## src/rtl/posterior_state_serial_pkg.sv

```systemverilog
// ============================================================================
// Module : posterior_state_serial_pkg
// Desc   : Shared fixed-point widths and sequencer states for the posterior stage.
// Rev    : 1.0  initial release
// ============================================================================
`default_nettype none

package posterior_state_serial_pkg;

    localparam int FXP_N    = 16;
    localparam int FXP_FRAC = 8;

    typedef enum logic [3:0] {
        ST_IDLE = 4'd0,
        ST_HX0  = 4'd1,
        ST_HX1  = 4'd2,
        ST_Y0   = 4'd3,
        ST_Y1   = 4'd4,
        ST_KLD  = 4'd5,
        ST_KX0  = 4'd6,
        ST_KX1  = 4'd7,
        ST_X0   = 4'd8,
        ST_X1   = 4'd9
    } state_t;

endpackage

`default_nettype wire

```

## src/rtl/posterior_state_serial_align_sat.sv

```systemverilog
// ============================================================================
// Module : posterior_state_serial_align_sat
// Desc   : 2N -> N fixed-point realignment (floor); saturates when
//          KF_POST_SAT_EN is defined, otherwise wraps.
// Rev    : 1.0  initial release
// ============================================================================
`default_nettype none

module posterior_state_serial_align_sat #(
    parameter int N    = 16,
    parameter int FRAC = 8
) (
    input  logic [2*N-1:0] i_din,
    output logic [N-1:0]   o_dout,
    output logic           o_sat
);

    logic [N-1:0] w_slice;

    assign w_slice = i_din[FRAC+N-1:FRAC];

`ifdef KF_POST_SAT_EN
    logic [N-FRAC:0] w_hi;
    logic            w_ovf;
    logic            w_unused;

    // Bits above the kept slice must all match its sign bit to be representable.
    assign w_hi     = i_din[2*N-1:FRAC+N-1];
    assign w_ovf    = !((&w_hi) || !(|w_hi));
    assign w_unused = ^i_din[FRAC-1:0];

    always_comb begin
        o_dout = w_slice;
        if (w_ovf) begin
            o_dout = i_din[2*N-1] ? {1'b1, {(N-1){1'b0}}} : {1'b0, {(N-1){1'b1}}};
        end
    end

    assign o_sat = w_ovf;
`else
    logic w_unused;

    assign w_unused = ^{i_din[2*N-1:FRAC+N], i_din[FRAC-1:0]};
    assign o_dout   = w_slice;
    assign o_sat    = 1'b0;
`endif

endmodule

`default_nettype wire

```

## src/rtl/posterior_state_serial.sv

```systemverilog
// ============================================================================
// Module : posterior_state_serial
// Desc   : Serial Kalman measurement update X_POST = x + K*(z - H*x) using two
//          multipliers and one shared adder; KF_POST_SAT_EN enables saturation.
// Rev    : 1.0  initial release
// ============================================================================
`default_nettype none

module posterior_state_serial
    import posterior_state_serial_pkg::*;
#(
    parameter int N    = FXP_N,
    parameter int FRAC = FXP_FRAC
) (
    input  logic         clk,
    input  logic         rst,
    input  logic         start,
    input  logic [N-1:0] x00,
    input  logic [N-1:0] x10,
    input  logic [N-1:0] z00,
    input  logic [N-1:0] z10,
    input  logic [N-1:0] h00,
    input  logic [N-1:0] h01,
    input  logic [N-1:0] h10,
    input  logic [N-1:0] h11,
    input  logic [N-1:0] k00,
    input  logic [N-1:0] k01,
    input  logic [N-1:0] k10,
    input  logic [N-1:0] k11,
    output logic         busy,
    output logic         done,
    output logic         sat_flag,
    output logic [N-1:0] X_POST00,
    output logic [N-1:0] X_POST10
);

    state_t r_st, w_st_nxt;

    logic [N-1:0]   r_x0, r_x1, r_z0, r_z1;
    logic [N-1:0]   r_h00, r_h01, r_h10, r_h11;
    logic [N-1:0]   r_k00, r_k01, r_k10, r_k11;
    logic [N-1:0]   r_ma0, r_mb0, r_ma1, r_mb1;
    logic [2*N-1:0] r_hx0, r_hx1, r_kx0, r_kx1;
    logic [N-1:0]   r_y0, r_y1;
    logic [N-1:0]   r_post0, r_post1;
    logic           r_done, r_sat;

    logic           w_accept;
    logic [2*N-1:0] w_p0, w_p1;
    logic [2*N-1:0] w_add_a, w_add_b;
    logic           w_sub;
    logic [2*N:0]   w_sum_ext;
    logic [2*N-1:0] w_sum;
    logic [N-1:0]   w_aligned;
    logic           w_align_sat;
    logic           w_unused_msb;

    // Lift an N-bit value with FRAC fraction bits to the 2*FRAC product scale.
    function automatic logic [2*N-1:0] f_scale(input logic [N-1:0] v);
        return {{(N-FRAC){v[N-1]}}, v, {FRAC{1'b0}}};
    endfunction

    assign w_p0 = $signed({{N{r_ma0[N-1]}}, r_ma0}) * $signed({{N{r_mb0[N-1]}}, r_mb0});
    assign w_p1 = $signed({{N{r_ma1[N-1]}}, r_ma1}) * $signed({{N{r_mb1[N-1]}}, r_mb1});

    assign w_sum_ext = {w_add_a[2*N-1], w_add_a}
                     + ({w_add_b[2*N-1], w_add_b} ^ {(2*N+1){w_sub}})
                     + {{(2*N){1'b0}}, w_sub};
    assign w_sum        = w_sum_ext[2*N-1:0];
    assign w_unused_msb = w_sum_ext[2*N];

    posterior_state_serial_align_sat #(
        .N    (N),
        .FRAC (FRAC)
    ) u_align (
        .i_din  (w_sum),
        .o_dout (w_aligned),
        .o_sat  (w_align_sat)
    );

    always_ff @(posedge clk) begin
        if (rst) begin
            r_st <= ST_IDLE;
        end else begin
            r_st <= w_st_nxt;
        end
    end

    always_comb begin
        w_st_nxt = r_st;
        w_accept = 1'b0;
        w_add_a  = w_p0;
        w_add_b  = w_p1;
        w_sub    = 1'b0;
        case (r_st)
            // The done cycle is still part of the job, so no start is taken then.
            ST_IDLE: begin
                if (start && !r_done) begin
                    w_accept = 1'b1;
                    w_st_nxt = ST_HX0;
                end
            end
            ST_HX0: w_st_nxt = ST_HX1;
            ST_HX1: w_st_nxt = ST_Y0;
            ST_Y0: begin
                w_add_a  = f_scale(r_z0);
                w_add_b  = r_hx0;
                w_sub    = 1'b1;
                w_st_nxt = ST_Y1;
            end
            ST_Y1: begin
                w_add_a  = f_scale(r_z1);
                w_add_b  = r_hx1;
                w_sub    = 1'b1;
                w_st_nxt = ST_KLD;
            end
            ST_KLD: w_st_nxt = ST_KX0;
            ST_KX0: w_st_nxt = ST_KX1;
            ST_KX1: w_st_nxt = ST_X0;
            ST_X0: begin
                w_add_a  = f_scale(r_x0);
                w_add_b  = r_kx0;
                w_st_nxt = ST_X1;
            end
            ST_X1: begin
                w_add_a  = f_scale(r_x1);
                w_add_b  = r_kx1;
                w_st_nxt = ST_IDLE;
            end
            default: w_st_nxt = ST_IDLE;
        endcase
    end

    always_ff @(posedge clk) begin
        if (rst) begin
            r_x0    <= '0;
            r_x1    <= '0;
            r_z0    <= '0;
            r_z1    <= '0;
            r_h00   <= '0;
            r_h01   <= '0;
            r_h10   <= '0;
            r_h11   <= '0;
            r_k00   <= '0;
            r_k01   <= '0;
            r_k10   <= '0;
            r_k11   <= '0;
            r_ma0   <= '0;
            r_mb0   <= '0;
            r_ma1   <= '0;
            r_mb1   <= '0;
            r_hx0   <= '0;
            r_hx1   <= '0;
            r_kx0   <= '0;
            r_kx1   <= '0;
            r_y0    <= '0;
            r_y1    <= '0;
            r_post0 <= '0;
            r_post1 <= '0;
            r_done  <= 1'b0;
            r_sat   <= 1'b0;
        end else begin
            r_done <= (r_st == ST_X1);
            case (r_st)
                ST_IDLE: begin
                    if (w_accept) begin
                        r_x0  <= x00;
                        r_x1  <= x10;
                        r_z0  <= z00;
                        r_z1  <= z10;
                        r_h00 <= h00;
                        r_h01 <= h01;
                        r_h10 <= h10;
                        r_h11 <= h11;
                        r_k00 <= k00;
                        r_k01 <= k01;
                        r_k10 <= k10;
                        r_k11 <= k11;
                        r_ma0 <= h00;
                        r_mb0 <= x00;
                        r_ma1 <= h01;
                        r_mb1 <= x10;
                        r_sat <= 1'b0;
                    end
                end
                ST_HX0: begin
                    r_hx0 <= w_sum;
                    r_ma0 <= r_h10;
                    r_mb0 <= r_x0;
                    r_ma1 <= r_h11;
                    r_mb1 <= r_x1;
                end
                ST_HX1: r_hx1 <= w_sum;
                ST_Y0: begin
                    r_y0  <= w_aligned;
                    r_sat <= r_sat | w_align_sat;
                end
                ST_Y1: begin
                    r_y1  <= w_aligned;
                    r_sat <= r_sat | w_align_sat;
                end
                ST_KLD: begin
                    r_ma0 <= r_k00;
                    r_mb0 <= r_y0;
                    r_ma1 <= r_k01;
                    r_mb1 <= r_y1;
                end
                ST_KX0: begin
                    r_kx0 <= w_sum;
                    r_ma0 <= r_k10;
                    r_mb0 <= r_y0;
                    r_ma1 <= r_k11;
                    r_mb1 <= r_y1;
                end
                ST_KX1: begin
                    r_kx1 <= w_sum;
                    r_ma0 <= '0;
                    r_mb0 <= '0;
                    r_ma1 <= '0;
                    r_mb1 <= '0;
                end
                ST_X0: begin
                    r_post0 <= w_aligned;
                    r_sat   <= r_sat | w_align_sat;
                end
                ST_X1: begin
                    r_post1 <= w_aligned;
                    r_sat   <= r_sat | w_align_sat;
                end
                default: ;
            endcase
        end
    end

    assign busy     = (r_st != ST_IDLE) || r_done;
    assign done     = r_done;
    assign sat_flag = r_sat;
    assign X_POST00 = r_post0;
    assign X_POST10 = r_post1;

endmodule

`default_nettype wire

```

## config.mk

```make
export PLATFORM = sky130hd
export DESIGN_NAME = posterior_state_serial
export DESIGN_NICKNAME = d
export VERILOG_FILES = /design/src/rtl/posterior_state_serial_pkg.sv /design/src/rtl/posterior_state_serial_align_sat.sv /design/src/rtl/posterior_state_serial.sv
export SDC_FILE = /design/constraint.sdc
export NUM_CORES = 2
export LEC_CHECK = 0
export BUFFER_PORTS_ARGS = -buffer_cell sky130_fd_sc_hd__buf_2
export CAP_MARGIN = 20
export CORE_ASPECT_RATIO = 1.2
export CORE_MARGIN = 3
export CORE_UTILIZATION = 60
export DETAILED_ROUTE_END_ITERATION = 10
export PLACE_DENSITY = 0.79
export RECOVER_POWER = 100
export SETUP_SLACK_MARGIN = 0.4
export SLEW_MARGIN = 20
export SYNTH_ARGS = -nofsm -noshare
export SYNTH_HDL_FRONTEND = slang
export SYNTH_SLANG_ARGS = --single-unit
```

## constraint.sdc

```tcl
create_clock -name clk -period 9 [get_ports clk]
set_clock_uncertainty 0.15 [all_clocks]
set_input_delay 0.45 -clock clk [delete_from_list [all_inputs] [get_ports clk]]
set_output_delay 0.45 -clock clk [all_outputs]
set_load 0.01 [all_outputs]
```

Word level (Yosys, flattened, before mapping)
Cells that the tools add are included.
Widths: inputs -> output; s select.
Operators by class
  add/subtract/negate cells: 2
  multiply operators: 2
  eq/ne operators: 11
  mux-type cells: 15
  bitwise logic cells: 1
  reduce and logical (&&, ||, !) cells: 12
Operators by type and width (count)
  $pmux 32 s4: 2
  $pmux 16 s5: 2
  $pmux 16 s4: 2
  $mul 16x16->32: 2
  $mux 16: 4
  $pmux 4 s9: 1
  $add 32x1->32: 1
  $add 32x32->32: 1
  $xor 32x32->32: 1
  $eq 4x3->1 const B: 4
  $eq 4x2->1 const B: 2
  $eq 4x4->1 const B: 2
  $reduce_bool 4->1: 2
  $reduce_and 2->1: 3
  $reduce_bool 5->1: 1
  $eq 4x1->1 const B: 1
  $logic_not 4->1: 1
  $mux 4: 1
  $ne 2x2->1 const B: 2
  $reduce_or 2->1: 2
  $mux 1: 3
  $logic_and 1x1->1: 1
  $logic_not 1->1: 1
  $logic_or 1x1->1: 1
Word-level totals
  register bits after elaboration: 421
  input port bits: 195

Longest topological paths before layout
  word-level depth: 6
  depth in mapped cells: 36

Modules after synthesis
A second synthesis with hierarchy kept.
Unflattened totals
  cells, all modules: 4651
  area total of the unflattened synthesis: 38455.6 µm²
By module, submodules not included
  posterior_state_serial: instances 1, cells each 4633, area an instance 38324.3 µm², seq. area each 8448.1 µm²
  posterior_state_serial_align_sat: instances 1, cells each 18, area an instance 131.4 µm², seq. area each 0.0 µm²

Worst setup path after synthesis
OpenSTA, ideal clock, no wires.
  path type: register -> register
  from: reg r_mb1[1]
  to: reg r_post0[13], in the netlist X_POST00[13]
  arrival time: 7.325 ns
  required time: 8.780 ns
  setup slack: 1.455 ns
  cell stages (with the launch flop): 29
  buffers on the path: 1
  cells stage by stage: dfxtp_1 -> clkbuf_1 -> nand2_1 -> fa_1 -> fa_1 -> fa_1 -> inv_1 -> fa_1 -> fa_1 -> inv_1 -> fa_1 -> inv_1 -> ha_1 -> or3_2 -> o21ai_0 -> nand2b_1 -> a21o_1 -> a21oi_1 -> xor2_1 -> a221oi_1 -> ha_1 -> and3_1 -> a221oi_1 -> o21ai_1 -> a21oi_1 -> o21ai_0 -> xor2_1 -> nand2_1 -> a21oi_1
Between the ends
  longest elaborated chain between the ends: 5
RTL lines
  start, declared: RTL line posterior_state_serial.sv:42  | logic [N-1:0] r_ma0, r_mb0, r_ma1, r_mb1;
  start signal, assigned: RTL line posterior_state_serial.sv:191  | r_mb1 <= r_x1;
  start signal, assigned: RTL line posterior_state_serial.sv:206  | r_mb1 <= r_y1;
  start signal, assigned: RTL line posterior_state_serial.sv:213  | r_mb1 <= r_y1;
  $mul 16x16->32: RTL line posterior_state_serial.sv:64  | assign w_p1 = $signed({{N{r_ma1[N-1]}}, r_ma1}) * $signed({{N{r_mb1[N-1]}}, r_mb1});
  $pmux 32 s4: RTL line posterior_state_serial.sv:95  | case (r_st)
  $xor 32x32->32: RTL line posterior_state_serial.sv:67  | + ({w_add_b[2*N-1], w_add_b} ^ {(2*N+1){w_sub}})
  $add 32x32->32: RTL line posterior_state_serial.sv:67
  $add 32x1->32: RTL line posterior_state_serial.sv:68  | + {{(2*N){1'b0}}, w_sub};
  end signal, assigned: RTL line posterior_state_serial.sv:223  | r_post0 <= w_aligned;
  end, declared: RTL line posterior_state_serial.sv:45  | logic [N-1:0] r_post0, r_post1;
No other way between the ends.
A chain may end at the register's enable or synchronous reset.

Worst setup path in the final report
  from: reg r_ma0[3]
  to: reg r_y1[14]
Between the ends
  longest elaborated chain between the ends: 4
RTL lines
  start, declared: RTL line posterior_state_serial.sv:42
  start signal, assigned: RTL line posterior_state_serial.sv:188  | r_ma0 <= r_h10;
  start signal, assigned: RTL line posterior_state_serial.sv:203  | r_ma0 <= r_k00;
  start signal, assigned: RTL line posterior_state_serial.sv:210  | r_ma0 <= r_k10;
  $mul 16x16->32: RTL line posterior_state_serial.sv:63  | assign w_p0 = $signed({{N{r_ma0[N-1]}}, r_ma0}) * $signed({{N{r_mb0[N-1]}}, r_mb0});
  $pmux 32 s4: RTL line posterior_state_serial.sv:95
  $add 32x32->32: RTL line posterior_state_serial.sv:67
  $add 32x1->32: RTL line posterior_state_serial.sv:68
  end signal, assigned: RTL line posterior_state_serial.sv:199  | r_y1 <= w_aligned;
  end, declared: RTL line posterior_state_serial.sv:44  | logic [N-1:0] r_y0, r_y1;
No other way between the ends.

==> reports/summary.log <==
INFO  floorplan      start_util=61.0%
INFO  cts            clk-insertion-delay-late=0.54ns
INFO  global_routing grt_overflow=0
INFO  routing        route.detailed.drc=0
INFO  routing        detail_route.iter0.violations=3305
INFO  logic_synthesis synth_seq_cells=389
INFO  floorplan      fp.coreArea=52700um2
INFO  logic_synthesis netlist_area=32100um2
INFO  sta            max_clock_freq=0.119GHz
INFO  power_and_ir_drop power.static_leakage=15.5nW
INFO  logic_synthesis ys_seq_area_share=24.2%
INFO  cts            worst_setup_hold_path_clk_slew=0.07ns
INFO  routing        ratio_of_routed_vias_to_standard_cells=5.91
INFO  global_routing global_route_usage_over_all_layers=36.1%
INFO  worst_setup_path r2r_start=r_ma0[3]$_SDFFE_PP0P_
INFO  floorplan      placementRows=92
INFO  worst_setup_path crit_arrival=8.75ns
INFO  worst_setup_path cp.required=9.32ns
INFO  logic_synthesis synth_enable_flop_cells=0
INFO  final_layout   layout-drive-gt1-share=9.11%
INFO  final_layout   layout.filler_cells=4477
INFO  worst_setup_path cp-end-kind=flop
INFO  logic_synthesis mappedNetlistNets=4656
INFO  cts            max-clock-path-buffers=3
INFO  worst_setup_path cp_slowest_cell=dfxtp_1
INFO  placed_design  hpwlAfterDp=77.0mm
INFO  job            drv.max_cap_violation_count=9
INFO  min_path       worstHoldStart=k11[4]
INFO  logic_synthesis ys_dominant_reg_cell=dfxtp_1
INFO  worst_setup_path rr_endpoint=r_y1[14]$_SDFFE_PP0N_
INFO  worst_setup_path critPathLaunchType=flop
INFO  status         failing_checks=max-capacitance violations, max-slew violations
INFO  floorplan      dieHeight=260um
INFO  logic_synthesis count_of_unique_library_cells_instantiated_by_yosys=77
INFO  cts            htree_levels=2
INFO  sta            layout_worst_path_cycle_share=93.7%
INFO  final_layout   design.final.nets=4809
INFO  power_and_ir_drop totalPowerFinal=0.00996W
INFO  min_path       min-delay-path-class=primary input to flop
INFO  logic_synthesis synth_top_cell_area_share=24.2%
INFO  sta            worst_slew_pin_slew=4.13ns
INFO  worst_setup_path critical_path_class=flop to flop
INFO  logic_synthesis cell_accounting_for_the_most_synthesized_area=dfxtp_1
INFO  floorplan      die_footprint=56400um2
INFO  sta            setup_total_negative_slack=0ns
INFO  status         status=finished, violations left
INFO  logic_synthesis synthArstFlopShare=0%
INFO  worst_setup_path timing.reg2reg.worst_path_depth=33
INFO  sta            rsz0062_at_grt=false
INFO  global_routing grt_pass1_wl=157mm
INFO  placed_design  detailedPlace.worstSlack=0.530ns
INFO  final_layout   stdcell_count=4808
INFO  min_path       hold-path-endpoint=r_k11[4]$_SDFFE_PP0P_
INFO  sta            finalHoldViolations=0
INFO  routing        routed-via-count=28400
INFO  routing        drt-wirelength-per-cell=21.3um
INFO  sta            setup_violations=0
INFO  worst_setup_path reg2reg_setup_slack=0.57ns
INFO  routing        wl=102mm
INFO  global_routing first_global_vias=28000
INFO  logic_synthesis post_synth.cell_area_avg=8.20um2
INFO  global_routing grt_antenna_before_repair=9
INFO  final_layout   ff_latch_area=7820um2
INFO  placed_design  placement.io_buffers=228
INFO  sta            finalCriticalPeriod=8.43ns
INFO  logic_synthesis synth_top_cells_by_area=dfxtp_1, fa_1, nand2_1
INFO  routing        antenna_left=0
INFO  cts            tritoncts=built
INFO  placed_design  place.gp.congestion=1.01
INFO  final_layout   final_core_utilization=67.1%
INFO  sta            timing.final.max_slew_violations=473
INFO  logic_synthesis yosysMostFrequentCell=nand2_1
INFO  cts            total_clock_sinks=389
INFO  cts            cts_buffers=37
INFO  final_layout   area_delta_synth_final=10.0%
INFO  logic_synthesis netlist_instances=3918
INFO  routing        detail_route.first_pass.iterations=10
INFO  global_routing grt_max_degree=133
INFO  floorplan      floorplan.die.width=217um
INFO  sta            worst_slack=0.567ns
INFO  logic_synthesis ys_top_cells_by_count=nand2_1, inv_1, dfxtp_1
INFO  sta            max_slew_margin=-175%
INFO  min_path       timing.hold.worst_path_depth=3
INFO  power_and_ir_drop vdd.ir_drop.worst=472uV
INFO  cts            cts_root_buf=clkbuf_16
INFO  power_and_ir_drop power-per-cell-area=282nW/um2
INFO  final_layout   multi_input_area=21500um2
INFO  worst_setup_path critical-path-max-stage-delay=0.70ns
INFO  floorplan      top_level_ports=230
INFO  logic_synthesis ys_warn_count=0
INFO  worst_setup_path critical_path_peak_fanout=12
INFO  placed_design  dpl.cell_count=4691
[cells in the final DEF (no fill, tap or decap), drive strengths merged, types with 7 or more instances in the layout]
master / instances
a211oi: 69
a21o: 28
a21oi: 379
a221oi: 17
a222oi: 50
a22o: 7
a22oi: 36
a31oi: 9
and2: 213
and3: 8
buf: 259
clkbuf: 100
clkinv: 10
dfxtp: 389
diode: 7
dlygate4sd3: 45
fa: 375
ha: 168
inv: 496
mux2: 7
mux2i: 26
nand2: 925
nand2b: 23
nand3: 9
nor2: 145
nor2b: 11
nor3: 16
o21a: 16
o21ai: 92
xnor2: 71
xor2: 25
[logic make-up after synthesis]
group | count (synthesis) | synth area share [%]
other cells | 1 | 0.0117
flops | 389 | 24.2
simple gates | 1373 | 18.5
xor+xnor | 98 | 2.79
fa+ha+maj | 543 | 29.9
compound gates | 745 | 14.4
buf+inv | 736 | 9.12
mux | 33 | 1.06
[stage by stage]
step	area, um2	hold slack, ns
3_5_place_dp	33800	0.294
4_1_cts	35500	0.000266
3_3_place_gp	33800	0.288
5_1_grt	35400	0.00648
6_report	35400	0.00352
2_1_floorplan	32100	0.279
[per-layer routing]
layer  vias up  track usage (%)  wire [um]
li1      12800                -          -
met1     13800             45.2      37500
met2      1456             58.4      47700
met3       350             5.89       9420
met4         2             22.5       7710
met5         -                0         13
[critical path, delay by kind of cell, from the launching register on]
kind | cells | cell delay, ns
and+or+nand+nor | 6 | 0.69
DFF | 1 | 0.70
adders and majority gates | 8 | 3.26
AOI/OAI and AO/OA | 12 | 2.41
buffers and inverters | 5 | 0.62
xor gates and xnor gates | 2 | 0.52
[layout make-up]
cell class	count	area share [%]
Antenna cell	7	0.0495
Sequential cell	389	22.1
Multi-Input combinational cell	2793	60.7
Timing Repair Buffer	355	5.97
Tap cell	705	2.49
Clock buffer	49	2.95
Inverter	495	5.25
Clock inverter	15	0.492
[state kept, by name, indices dropped and copies added (netlist names), 24 cells and up]
register,flops
r_kx1,24
r_kx0,24
r_hx1,24
r_hx0,24
[repair_timing]
| item | in CTS | in global routing |
|---|---|---|
| hold buffers | 45 | 0 |
| gates resized for setup | 0 | 28 |
| buffers inserted | 0 | 1 |
| setup endpoints to repair | 0 | 33 |
| endpoints found under the hold margin | 45 | 0 |
[worst max path at each step]
stage	endpoint	startpoint	slack (ns)	cells past startpoint
after floorplan	X_POST00[13]$_SDFFE_PP0N_	r_mb1[1]$_SDFFE_PP0P_	1.45	28
after global placement	r_y1[15]$_SDFFE_PP0N_	r_ma0[6]$_SDFFE_PP0P_	0.66	30
after detailed placement	r_hx0[23]$_SDFFE_PP0P_	r_ma0[6]$_SDFFE_PP0P_	0.53	30
after CTS	r_hx0[23]$_SDFFE_PP0P_	r_ma0[6]$_SDFFE_PP0P_	0.50	30
after global routing	r_hx0[23]$_SDFFE_PP0P_	r_mb0[9]$_SDFFE_PP0P_	0.20	31
final	r_y1[14]$_SDFFE_PP0N_	r_ma0[3]$_SDFFE_PP0P_	0.57	33
[where the power goes]
group          total [W]  internal (W)  switching [W]
logic            0.00619       0.00202        0.00417
registers        0.00217       0.00190       0.000269
clock network    0.00159      0.000906       0.000685
total            0.00996       0.00483        0.00512
(Power assumes the default switching activity.)
